<file path="src/rtl/mem_access_seq.sv">
// mem_access_seq: turns a one-cycle request into a timed BRAM access with per-direction wait states,
// holds the last read data and counts completed reads and writes.
module mem_access_seq #(
  parameter int ADDR_W  = 16,
  parameter int DATA_W  = 16,
  parameter int RD_WAIT = 3,
  parameter int WR_WAIT = 1,
  parameter int CNT_W   = 16
) (
  input  logic              clk,
  input  logic              reset_n,
  input  logic              req_i,
  input  logic              we_i,
  input  logic [ADDR_W-1:0] addr_i,
  input  logic [DATA_W-1:0] wdata_i,
  output logic              ready_o,
  output logic              done_o,
  output logic [DATA_W-1:0] rdata_o,
  output logic              mem_mem_ena,
  output logic              mem_wr_ena,
  output logic [ADDR_W-1:0] mem_addr,
  output logic [DATA_W-1:0] mem_wdata,
  input  logic [DATA_W-1:0] mem_rdata,
  output logic [CNT_W-1:0]  rd_cnt_o,
  output logic [CNT_W-1:0]  wr_cnt_o
);
  localparam int MAX_WAIT = RD_WAIT > WR_WAIT ? RD_WAIT : WR_WAIT;
  localparam int WC_W = $clog2(MAX_WAIT + 1);
  localparam logic [WC_W-1:0] RD_LAST = WC_W'(RD_WAIT - 1);
  localparam logic [WC_W-1:0] WR_LAST = WC_W'(WR_WAIT - 1);

  if (RD_WAIT < 1 || WR_WAIT < 1) begin : g_bad_wait
    $fatal(1, "mem_access_seq: RD_WAIT and WR_WAIT must be >= 1");
  end

  typedef enum logic [1:0] {IDLE, ACCESS, DONE} state_t;

  state_t            state_q, state_d;
  logic              we_q, we_d;
  logic [ADDR_W-1:0] addr_q, addr_d;
  logic [DATA_W-1:0] wdata_q, wdata_d;
  logic [DATA_W-1:0] rdata_q, rdata_d;
  logic [WC_W-1:0]   wcnt_q, wcnt_d;
  logic [CNT_W-1:0]  rd_cnt_q, rd_cnt_d;
  logic [CNT_W-1:0]  wr_cnt_q, wr_cnt_d;
  logic              accept, last;

  assign ready_o     = state_q != ACCESS;
  assign done_o      = state_q == DONE;
  assign mem_mem_ena = state_q == ACCESS;
  assign mem_wr_ena  = mem_mem_ena && we_q;
  assign mem_addr    = mem_mem_ena ? addr_q : '0;
  assign mem_wdata   = mem_mem_ena ? wdata_q : '0;
  assign rdata_o     = rdata_q;
  assign rd_cnt_o    = rd_cnt_q;
  assign wr_cnt_o    = wr_cnt_q;

  // DONE also accepts a request so back-to-back accesses skip IDLE
  always_comb begin
    accept   = ready_o && req_i;
    last     = state_q == ACCESS && wcnt_q == (we_q ? WR_LAST : RD_LAST);
    state_d  = accept ? ACCESS : state_q == ACCESS ? (last ? DONE : ACCESS) : IDLE;
    wcnt_d   = accept ? '0 : state_q == ACCESS ? wcnt_q + WC_W'(1) : wcnt_q;
    we_d     = accept ? we_i : we_q;
    addr_d   = accept ? addr_i : addr_q;
    wdata_d  = accept ? wdata_i : wdata_q;
    rdata_d  = last && !we_q ? mem_rdata : rdata_q;
    rd_cnt_d = rd_cnt_q + CNT_W'(last && !we_q);
    wr_cnt_d = wr_cnt_q + CNT_W'(last && we_q);
  end

  always_ff @(posedge clk or negedge reset_n) begin
    if (!reset_n) begin
      state_q  <= IDLE;
      we_q     <= 1'b0;
      addr_q   <= '0;
      wdata_q  <= '0;
      rdata_q  <= '0;
      wcnt_q   <= '0;
      rd_cnt_q <= '0;
      wr_cnt_q <= '0;
    end else begin
      state_q  <= state_d;
      we_q     <= we_d;
      addr_q   <= addr_d;
      wdata_q  <= wdata_d;
      rdata_q  <= rdata_d;
      wcnt_q   <= wcnt_d;
      rd_cnt_q <= rd_cnt_d;
      wr_cnt_q <= wr_cnt_d;
    end
  end
endmodule

</file>
<file path="config.mk">
export PLATFORM = sky130hd
export DESIGN_NAME = mem_access_seq
export DESIGN_NICKNAME = d
export VERILOG_FILES = /design/src/rtl/mem_access_seq.sv
export SDC_FILE = /design/constraint.sdc
export NUM_CORES = 1
export LEC_CHECK = 0
export ABC_CLOCK_PERIOD_IN_PS = 2810
export CAP_MARGIN = 20
export CELL_PAD_IN_SITES_DETAIL_PLACEMENT = 1
export CELL_PAD_IN_SITES_GLOBAL_PLACEMENT = 1
export CORE_ASPECT_RATIO = 1.2
export CORE_MARGIN = 2
export CORE_UTILIZATION = 34
export DETAILED_ROUTE_END_ITERATION = 12
export PLACE_DENSITY = 0.83
export SETUP_SLACK_MARGIN = 0.4
export SLEW_MARGIN = 15
export SYNTH_ARGS = -nofsm -noshare
export SYNTH_HDL_FRONTEND = slang
export SYNTH_SLANG_ARGS = --single-unit
</file>
<file path="constraint.sdc">
create_clock -name clk -period 2.81 [get_ports clk]
set_clock_uncertainty 0.15 [all_clocks]
set_input_delay 0.281 -clock clk [delete_from_list [all_inputs] [get_ports clk]]
set_output_delay 0.281 -clock clk [all_outputs]
set_load 0.02 [all_outputs]
</file>
Yosys cells after proc, flatten, opt, wreduce, memory -nomap -nowiden
Index checks and enable logic that the tools add are counted.

Add/subtract/negate cells: 3. Multipliers: 0. Divide/modulo/power cells: 0. Order comparisons: 0. Equal/unequal tests: 4. Shift operators: 0. Multiplexer cells: 8. Bitwise logic cells: 0. Reduce and logical (&&, ||, !) cells: 7.

Operators by type and width (count): $add 16x1->16 (2); $mux 16 (2); $mux 2 (6); $logic_and 1x1->1 (5); $add 2x1->2 const B (1); $eq 2x1->1 const B (1); $eq 2x2->1 (1); $eq 2x2->1 const B (1); $ne 2x1->1 const B (1); $reduce_bool 2->1 (1); $logic_not 1->1 (1).

Register bits: 85. Bits in latches: 0. RAM bits: 0. Memory bits (read-only): 0. Memories: 0.

Logic depth before layout (Yosys ltp)
Gate-level depths: netlist of the first run.

Depth in word-level cells: 6. Gate-level depth with buffers: 10. Depth with buffers taken out: 8.

Worst setup path after synthesis of the first run
Ideal clock, no wire load.

Path type: reg-to-reg. Start point: register state_q[1]. End point: register rd_cnt_q[14], in the netlist rd_cnt_o[14]. Arrival: 2.296 ns. Data required time: 2.580 ns. Slack: 0.284 ns. Cell stages (with the launch flop): 11. Buffers on the path: 2. Period minus slack after synthesis: 2.526 ns. Cell sequence: dfrtp_1 -> nor2b_4 -> buf_6 -> inv_6 -> nor4b_4 -> buf_6 -> ha_1 -> ha_1 -> nand3_1 -> nor4_1 -> xor2_1.

Word-level cells in the longest chain between the ends: 4.

Ends and longest elaborated chain: start: declaration (RTL line 38) `state_t state_q, state_d;`; start signal: assignment (RTL line 83) `state_q <= state_d;`; $eq 2x1->1 (RTL line 61) `last = state_q == ACCESS && wcnt_q == (we_q ? WR_LAST : RD_LAST);`; $logic_and 1x1->1 (RTL line 61); $logic_and 1x1->1 (RTL line 68) `rd_cnt_d = rd_cnt_q + CNT_W'(last && !we_q);`; $add 16x1->16 (RTL line 68); net rd_cnt_d[14] (RTL line 44) `logic [CNT_W-1:0] rd_cnt_q, rd_cnt_d;`; end signal: assignment (RTL line 89) `rd_cnt_q <= rd_cnt_d;`; end: declaration (RTL line 44).

The timed path passes the listed nets, and every way through them passes these cells. A chain may end at the register's enable or synchronous reset.

Worst setup path in the final report of the first run
Start point: register state_q[1]. End point: output port mem_addr[10].

Word-level cells in the longest chain between the ends: 2.

Ends and longest elaborated chain: $eq 2x1->1 (RTL line 50) `assign mem_mem_ena = state_q == ACCESS;`; $mux 16 (RTL line 52) `assign mem_addr = mem_mem_ena ? addr_q : '0;`; end: declaration (RTL line 21) `output logic [ADDR_W-1:0] mem_addr,`.

Every way passes these cells.

==> results.cfg, run 1 <==
[yosys]
yosysWarningCount = 0
synth_cell_types = 26
syn_nets = 334
synth_edf_count = 0
synth_area_um2 = 3660
ys_seq_elements = 85
synth_seq_area_share_pct = 58.1
synth.largest_area_cell = dfrtp_1
synth_top_area_share_pct = 58.1
synthArstFlopShare_pct = 100
yosys-top-cells-area = dfrtp_1 (58%), mux2_2 (12%), and2_1 (5.6%)
netlist_instances = 277
avgSynthCellArea_um2 = 13.2
yosys_most_used_dff = dfrtp_1

[route]
route.antenna.remaining_nets = 0
avgRoutedWirePerCell_um = 16.6
wl_mm = 9.19
drt_first_pass_iters = 4
num_vias = 2660
post-route-drc-count = 0
via_per_inst = 4.81
drt-initial-drc-count = 58

[cts]
cts_made_buffers = 9
cts_max_level = 3
clk_path_buf_depth = 2
clk_pin_slew_ps = 60
post_cts_buffers = 0
cts_tree = done
clockRootBuffer = clkbuf_16
cts.sinks = 85
clk_latency_ps = 330

[critical_path]
path_max_fanout = 35
crit_path_start_kind = register
criticalPathCategory = register to primary output
cp_data_arrival_time_ps = 1910
crit_required_ps = 2380
critPathCaptureType = primary output

[floorplan]
fp.dieArea_um2 = 11600
rows = 41
coreArea_um2 = 10500
boundaryPins = 136
initial_core_util_pct = 34.8
die_w_um = 98.7
die_h_um = 118

[cells_and_area]
drive_gt1_share_pct = 19.1
layout.cells.non_filler = 553
mostFrequentLayoutCells = clkdlybuf4s50_1 (109), dfrtp_1 (85), mux2_2 (40), and2_1 (33), dlymetal6s2s_1 (25)
n_antenna_cell = 0
layout-area-overhead-vs-synth_pct = 53.0
layout.nets = 477
final_common_cell = clkdlybuf4s50_1
register_area_um2 = 2130
nFillCells = 1080
multi_input_area_um2 = 1530

[timing]
finalMaxSlewViolations = 0
setup_viol = 0
finalCritPeriodShare_pct = 83.2
rsz0062_at_grt = no
tightest_slew_ps = 535
clock.fmax_mhz = 428
slew_headroom_pct = 64.4
setup_tns_ps = 0
final_hold_viol_count = 0
post-route-min-period_ps = 2340

[pwr]
clkPwrFrac_pct = 19.1
intPower_mw = 3.77
power.total_mw = 5.75
p_comb_share_pct = 46.3
swShare_pct = 34.4
seq_power_share_pct = 34.5
p_sw_mw = 1.98
irDropWorstVdd_v = 0.000529
p_leak_nw = 2.69
powerDensity_nw_per_um2 = 1030

[place]
dp_hpwl_mm = 6.93
dp_cells = 537
place_congestion = 0.827
portBuffers = 135

[outcome]
status = finished clean

[grt]
overflow = 0
antenna_found_initial = 0
grt_pass1_wl_mm = 15.4
grt_pass1_vias = 3003
global_route.usage.total_pct = 16.5
grt_max_degree = 46

[min_path]
min_path_type = input pin to async pin

[job]
drv_cap = 0
-- per-stage QoR --
step                      cell area (µm²)  hold slack [ps]  setup WS, ps  util (%)
after floorplan                      3710             -165           404         -
after CTS                            5510              337           403      52.4
after global routing                 5600              359           381      53.2
after detailed placement             5220              148           485      49.6
final                                5600              324           473      53.2
after global placement               5220              143           533      49.6
-- synthesized netlist by cell type (2+ instances only) --
cell	instances
buf_2	3
mux2_2	40
and2_1	33
nor4_1	8
inv_1	5
xor2_1	21
xnor2_1	8
nand2_1	8
o21ai_0	2
dfrtp_1	85
mux2_4	9
nand4_1	6
buf_6	2
clkbuf_1	3
nor3_1	8
nand3_1	16
nor2_1	7
ha_1	5
-- worst max-delay path, stage by stage (launching register included) --
cell and delay, ps:
dfrtp_1 420, nor2b_4 210, buf_12 190, and2_1 150, clkdlybuf4s50_1 600
-- power groups by stage --
stage	Combinational (mW)	Clock [mW]	Sequential [mW]
floorplan	1.32	0	2.13
global placement	2.66	0	1.96
detailed placement	2.73	0	2.00
CTS	2.75	1.13	1.99
global route	2.85	1.19	2.05
finish	2.67	1.10	1.98
-- kinds of logic (layout without fill, tap and decap cells) --
group           after synthesis  after routing  share of synthesized area, %
simple gates                 91             91                          14.5
flops                        85             85                          58.1
mux                          49             49                          16.0
xor+xnor                     29             29                          6.94
buf+inv                      14            161                          2.09
fa+ha+maj                     5              5                          1.71
compound gates                4              4                         0.615
-- metal layers --
| metal | vias up | GRT usage (%) | share of wire [%] |
|---|---|---|---|
| li1 | 1236 | - | - |
| met1 | 1313 | 20.5 | 41 |
| met2 | 104 | 27.7 | 51 |
| met3 | 7 | 4.39 | 6.1 |
| met4 | 0 | 5.39 | 1.3 |
| met5 | - | 0 | 0 |
-- timing repair --
item,4_1_cts,5_1_grt
gates resized for setup,2,30
endpoints found under the hold margin,40,0
hold buffers,1,0
pin swaps,0,1
endpoints found under the setup margin,33,38
-- worst paths after layout --
check                                     to         start  cells after the start  slack, ps
max in group asynchronous         wdata_q[8]       reset_n                      3       1560
worst max-delay path            mem_addr[10]    state_q[1]                      4        470
worst max register to register  wr_cnt_o[15]    state_q[1]                      7        540
min in group clk                wr_cnt_o[15]  wr_cnt_o[15]                      1        330
worst min-delay path              rdata_o[1]       reset_n                      2        320
worst min register to register  wr_cnt_o[15]  wr_cnt_o[15]                      1        330
-- registers in the layout, summed over array words and instances (netlist names) --
| name | cells |
|---|---|
| wdata_q | 16 |
| state_q | 2 |
| wr_cnt_o | 16 |
| rd_cnt_o | 16 |
| we_q | 1 |
| wcnt_q | 2 |
| rdata_o | 16 |
| addr_q | 16 |
-- final cells by class --
cell class	count	area share [%]
sequential	85	38.0
clock buffer	14	4.89
clock inverter	1	0.0894
timing repair buffer	140	26.4
inverter	6	0.492
tap	129	2.88
multi-input combinational	178	27.3
No activity file was read; power rests on OpenSTA's default activity.
==> run 2: changes to the inputs <==
--- a/config.mk
+++ b/config.mk
@@ -5,7 +5,7 @@
 export SDC_FILE = /design/constraint.sdc
 export NUM_CORES = 1
 export LEC_CHECK = 0
-export ABC_CLOCK_PERIOD_IN_PS = 2810
+export ABC_CLOCK_PERIOD_IN_PS = 2400
 export CAP_MARGIN = 20
 export CELL_PAD_IN_SITES_DETAIL_PLACEMENT = 1
 export CELL_PAD_IN_SITES_GLOBAL_PLACEMENT = 1
==> constraint.sdc (replaced) <==
create_clock -name clk -period 2.4 [get_ports clk]
set_clock_uncertainty 0.15 [all_clocks]
set_input_delay 0.24 -clock clk [delete_from_list [all_inputs] [get_ports clk]]
set_output_delay 0.24 -clock clk [all_outputs]
set_load 0.02 [all_outputs]
==> run 2 against run 1 <==
Effect of this change: final cell count rose by 4.3%; combinational power rose by 30%; sequential share of layout area fell by 2.8 points; final area rose by 8.2%; critical path depth rose by 4; first-iteration DRC count fell by 31%; count of clock-buffer cells in the layout did not move; critical path type is now register to register; largest cell class unchanged; largest power group unchanged.
==> results.cfg, run 2 (synthesis gave the netlist of run 1 again) <==
[cells_and_area]
final_area_um2 = 6050
n_antenna_cell = 0
drive_gt1_share_pct = 38.2
layout.nets = 501
nFillCells = 1052
mostFrequentLayoutCells = clkdlybuf4s50_1 (98), dfrtp_1 (84), mux2_2 (40), buf_4 (34), and2_1 (29)
final_common_cell = clkdlybuf4s50_1
layout-area-overhead-vs-synth_pct = 65.4

[pwr]
powerDensity_nw_per_um2 = 1180
p_leak_nw = 2.76
irDropWorstVdd_v = 0.000612
power.total_mw = 7.15

[critical_path]
criticalPathCategory = register to register
reg2reg_setup_slack_ps = 220
path_max_fanout = 5
critPathCaptureType = register
crit_required_ps = 2510
rr_endpoint = rd_cnt_o[12]
crit_path_start_kind = register
cp_data_arrival_time_ps = 2290
reg2regPathDepth = 8
r2r_start = state_q[1]

[place]
postPlaceCellArea_um2 = 5290
dp_hpwl_mm = 6.87
place_congestion = 0.768
portBuffers = 135

[route]
avgRoutedWirePerCell_um = 18.0
post-route-drc-count = 0
drt_first_pass_iters = 4
num_vias = 2799
via_per_inst = 4.85
wl_mm = 10.4
drt-initial-drc-count = 40
route.antenna.remaining_nets = 0

[grt]
grt_max_degree = 49
overflow = 0
antenna_found_initial = 0
grt_pass1_wl_mm = 16.6
grt_pass1_vias = 3164
global_route.usage.total_pct = 18.3

[timing]
final_hold_viol_count = 0
tightest_slew_ps = 619
setup_viol = 0
finalMaxSlewViolations = 0
slew_headroom_pct = 58.6
rsz0062_at_grt = yes
post-route-min-period_ps = 2180
finalCritPeriodShare_pct = 90.9
setup_tns_ps = 0
clock.fmax_mhz = 458

[cts]
clockRootBuffer = clkbuf_16
cts.sinks = 85
cts_made_buffers = 9
cts_max_level = 3
clk_latency_ps = 340
clk_pin_slew_ps = 60
clk_path_buf_depth = 2
cts_tree = done

[job]
drv_cap = 0

[floorplan]
boundaryPins = 136
coreArea_um2 = 10500
rows = 41
die_h_um = 118
fp.dieArea_um2 = 11600
die_w_um = 98.7
initial_core_util_pct = 34.8

[outcome]
status = finished clean

[min_path]
min_path_type = input pin to async pin
==> run 2: cell type report <==
type | count | area (µm²) | area share (%)
flip-flops and latches | 85 | 2130 | 35.2
multi-input cells | 178 | 1820 | 30.1
repair buffers | 164 | 1630 | 26.9
clock buffers | 14 | 274 | 4.53
well taps | 129 | 161 | 2.67
inverters | 6 | 32.5 | 0.537
clock inverters | 1 | 5.00 | 0.0827
==> run 2: power by group <==
group	leakage, nW	internal [mW]	total (mW)	switching (mW)
Clock	0.139	0.779	1.31	0.532
Sequential	1.06	1.96	2.37	0.409
Combinational	1.57	1.88	3.47	1.60
==> run 2: worst max-delay path, cell delays in order, from the launching register on <==
cell,delay [ps]
dfrtp_1,430
nor2b_4,230
inv_8,60
nor4b_4,330
ha_4,220
ha_4,160
nand3_4,140
nor4_2,200
xor2_1,180
==> run 2: per-stage QoR <==
stage	setup slack (ps)	hold WS (ps)	instances	util, %
final	218	268	577	57.6
after global routing	112	299	577	57.6
after CTS	224	286	570	55.7
after detailed placement	2.55	100	538	50.3
after global placement	118	87.3	538	50.3
after floorplan	28.0	-206	277	-
==> run 2: layer usage <==
metal / part of all wire [%] / vias to the layer above / track usage, %
met5: 0 / - / 0
met4: 2.7 / 0 / 8.82
met3: 4.9 / 16 / 4.39
met2: 55 / 87 / 32.6
met1: 37 / 1413 / 20.2
li1: - / 1283 / -
==> run 2: how the worst max path moves through the flow <==
stage | from | end | slack [ps] | depth (start not counted)
floorplan | state_q[1] | rd_cnt_o[12] | 30 | 10
global placement | state_q[1] | wr_cnt_o[14] | 120 | 8
detailed placement | state_q[1] | wr_cnt_o[14] | 3 | 8
CTS | state_q[1] | mem_wr_ena | 220 | 5
global route | state_q[1] | rd_cnt_o[12] | 110 | 8
finish | state_q[1] | rd_cnt_o[12] | 220 | 8
==> run 2: timing repair <==
item | CTS | global route
gates cloned | 1 | 0
endpoints found under the setup margin | 72 | 79
hold buffers | 1 | 0
pin swaps | 19 | 15
resized for setup | 158 | 52
buffers inserted | 15 | 7
hold endpoints to repair | 37 | 0
==> run 3: changes to the inputs <==
--- a/config.mk
+++ b/config.mk
@@ -6,7 +6,7 @@
 export NUM_CORES = 1
 export LEC_CHECK = 0
 export ABC_CLOCK_PERIOD_IN_PS = 2400
-export CAP_MARGIN = 20
+export CAP_MARGIN = 10
 export CELL_PAD_IN_SITES_DETAIL_PLACEMENT = 1
 export CELL_PAD_IN_SITES_GLOBAL_PLACEMENT = 1
 export CORE_ASPECT_RATIO = 1.2
@@ -19,3 +19,4 @@
 export SYNTH_ARGS = -nofsm -noshare
 export SYNTH_HDL_FRONTEND = slang
 export SYNTH_SLANG_ARGS = --single-unit
+export TNS_END_PERCENT = 5
==> run 3 against run 2 <==
Effect of this change: setup slack better by 14 ps; count of clock-buffer cells in the layout is 1 higher; die area stayed put; flip-flop and latch count stayed put; sequential power hardly changed; fmax is 0.63% higher; final cell count is 2.3% lower; global-route usage is 1.4 points lower; sequential share of layout area is 2.9 points higher; via count is 3.5% lower; register-to-register slack better by 60 ps; power is 7.7% lower.
==> results.cfg, run 3 (synthesis gave the netlist of run 1 again) <==
[outcome]
status = finished clean

[floorplan]
fp.dieArea_um2 = 11600
initial_core_util_pct = 34.8
rows = 41
die_h_um = 118
coreArea_um2 = 10500
boundaryPins = 136
die_w_um = 98.7

[critical_path]
path_cells = nor2b_4 > buf_4 > buf_4 > buf_12 > and2_1 > clkdlybuf4s15_1
crit_required_ps = 2010
cp_top_family = buffers and inverters
crit_top_cell = buf_4
cp_data_arrival_time_ps = 1780
crit_path_max_incr_delay_ps = 410
crit_buf_inv = 4
crit_path_start_kind = register
critPathCaptureType = primary output
criticalPathCategory = register to primary output
cpMaxStageDelayCell = dfrtp_1
path_max_fanout = 35

[job]
drv_cap = 0

[timing]
clock.fmax_mhz = 461
finalCritPeriodShare_pct = 90.3
final_hold_viol_count = 0
setup_viol = 0
finalMaxSlewViolations = 0
post-route-min-period_ps = 2170
tightest_slew_ps = 528
rsz0062_at_grt = yes
holdWs_ps = 270
slew_headroom_pct = 64.8

[route]
num_vias = 2700
wl_mm = 9.54
post-route-drc-count = 0
route.antenna.remaining_nets = 0
via_per_inst = 4.79
drt-initial-drc-count = 82
avgRoutedWirePerCell_um = 16.9
drt_first_pass_iters = 3

[cells_and_area]
layout.cells.non_filler = 564
layout-area-overhead-vs-synth_pct = 52.9
layout.nets = 487
final_common_cell = clkdlybuf4s50_1
drive_gt1_share_pct = 27.4
nFillCells = 1091
n_antenna_cell = 0
mostFrequentLayoutCells = clkdlybuf4s50_1 (100), dfrtp_1 (85), mux2_2 (40), and2_1 (33), xor2_1 (21)

[pwr]
irDropWorstVdd_v = 0.000606
p_leak_nw = 2.49
powerDensity_nw_per_um2 = 1180

[place]
portBuffers = 135
place_congestion = 0.790
dp_cells = 539
dp_hpwl_mm = 6.89

[cts]
clk_latency_ps = 330
clockRootBuffer = clkbuf_16
cts_max_level = 3
cts_made_buffers = 9
cts.sinks = 85
clk_path_buf_depth = 2
clk_pin_slew_ps = 60
cts_tree = done

[min_path]
min_path_type = input pin to async pin

[grt]
grt_pass1_wl_mm = 15.6
overflow = 0
grt_pass1_vias = 3080
grt_max_degree = 47
global_route.usage.total_pct = 16.9
antenna_found_initial = 0
run 3: cell types whose count changed in the layout (fill, tap and decap cells not counted), moves of 6 or more:
cell             delta
buf_4              -23
buf_6               -9
nor2_1              +6
clkdlybuf4s15_1    +12
clkbuf_2           +20
clkdlybuf4s15_2    -13
run 3: metal layers:
layer  wire length (µm)  vias up  GRT usage, %  part of all wire (%)
li1                   -     1255             -                     -
met1               3800     1344          19.3                    40
met2               5060       89          30.8                    53
met3                520       12          3.62                   5.4
met4                167        0          5.91                   1.8
met5                  0        -             0                     0
run 3: path summary, 6_finish.rpt:
path,depth (start not counted),slack (ps),start,to
min in group clk,1,330,wr_cnt_o[15],wr_cnt_o[15]
hold / removal,2,270,reset_n,wdata_q[8]
setup reg to reg,9,280,state_q[1],rd_cnt_o[11]
hold reg to reg,1,330,wr_cnt_o[15],wr_cnt_o[15]
max in group asynchronous,3,1160,reset_n,wr_cnt_o[3]
setup / recovery,6,230,state_q[1],mem_wdata[4]
run 3: area by class of cell:
cell class / instances / area, µm² / share of cell area, %
clock buffer: 15 / 268 / 4.78
clock inverter: 1 / 5.00 / 0.0894
inverter: 6 / 27.5 / 0.492
multi-input combinational: 178 / 1620 / 28.9
sequential: 85 / 2130 / 38.0
tap: 129 / 161 / 2.88
timing repair buffer: 150 / 1390 / 24.8
run 3: where the power goes:
part	leakage (nW)	switching, mW	internal, mW
Combinational	1.30	1.47	1.52
Clock	0.134	0.517	0.758
Sequential	1.06	0.379	1.96
Total	2.49	2.37	4.23
run 3: worst reg2reg max path, stage by stage, from the launching register on:
cell and delay (ps):
dfrtp_1 410, nor2b_4 180, inv_6 70, nor4b_4 310, ha_2 270, buf_6 110
nand3_4 80, buf_6 160, nor3_4 160, xnor2_1 140
run 3: metrics by stage:
step,worst slack [ps],cell area [µm²],util (%),power (mW),setup TNS [ps]
2_1_floorplan,-66.8,3690,-,4.03,-201
6_report,232,5600,53.2,6.60,0
3_3_place_gp,221,5210,49.5,5.40,0
5_1_grt,147,5600,53.2,6.99,0
4_1_cts,174,5510,52.4,6.66,0
3_5_place_dp,132,5210,49.5,5.52,0
run 3: repair_timing:
action	CTS	global route
setup endpoints to repair	55	72
hold buffers	1	0
gates resized for setup	45	70
pin swaps	4	11
buffers inserted	4	4
hold endpoints to repair	39	0
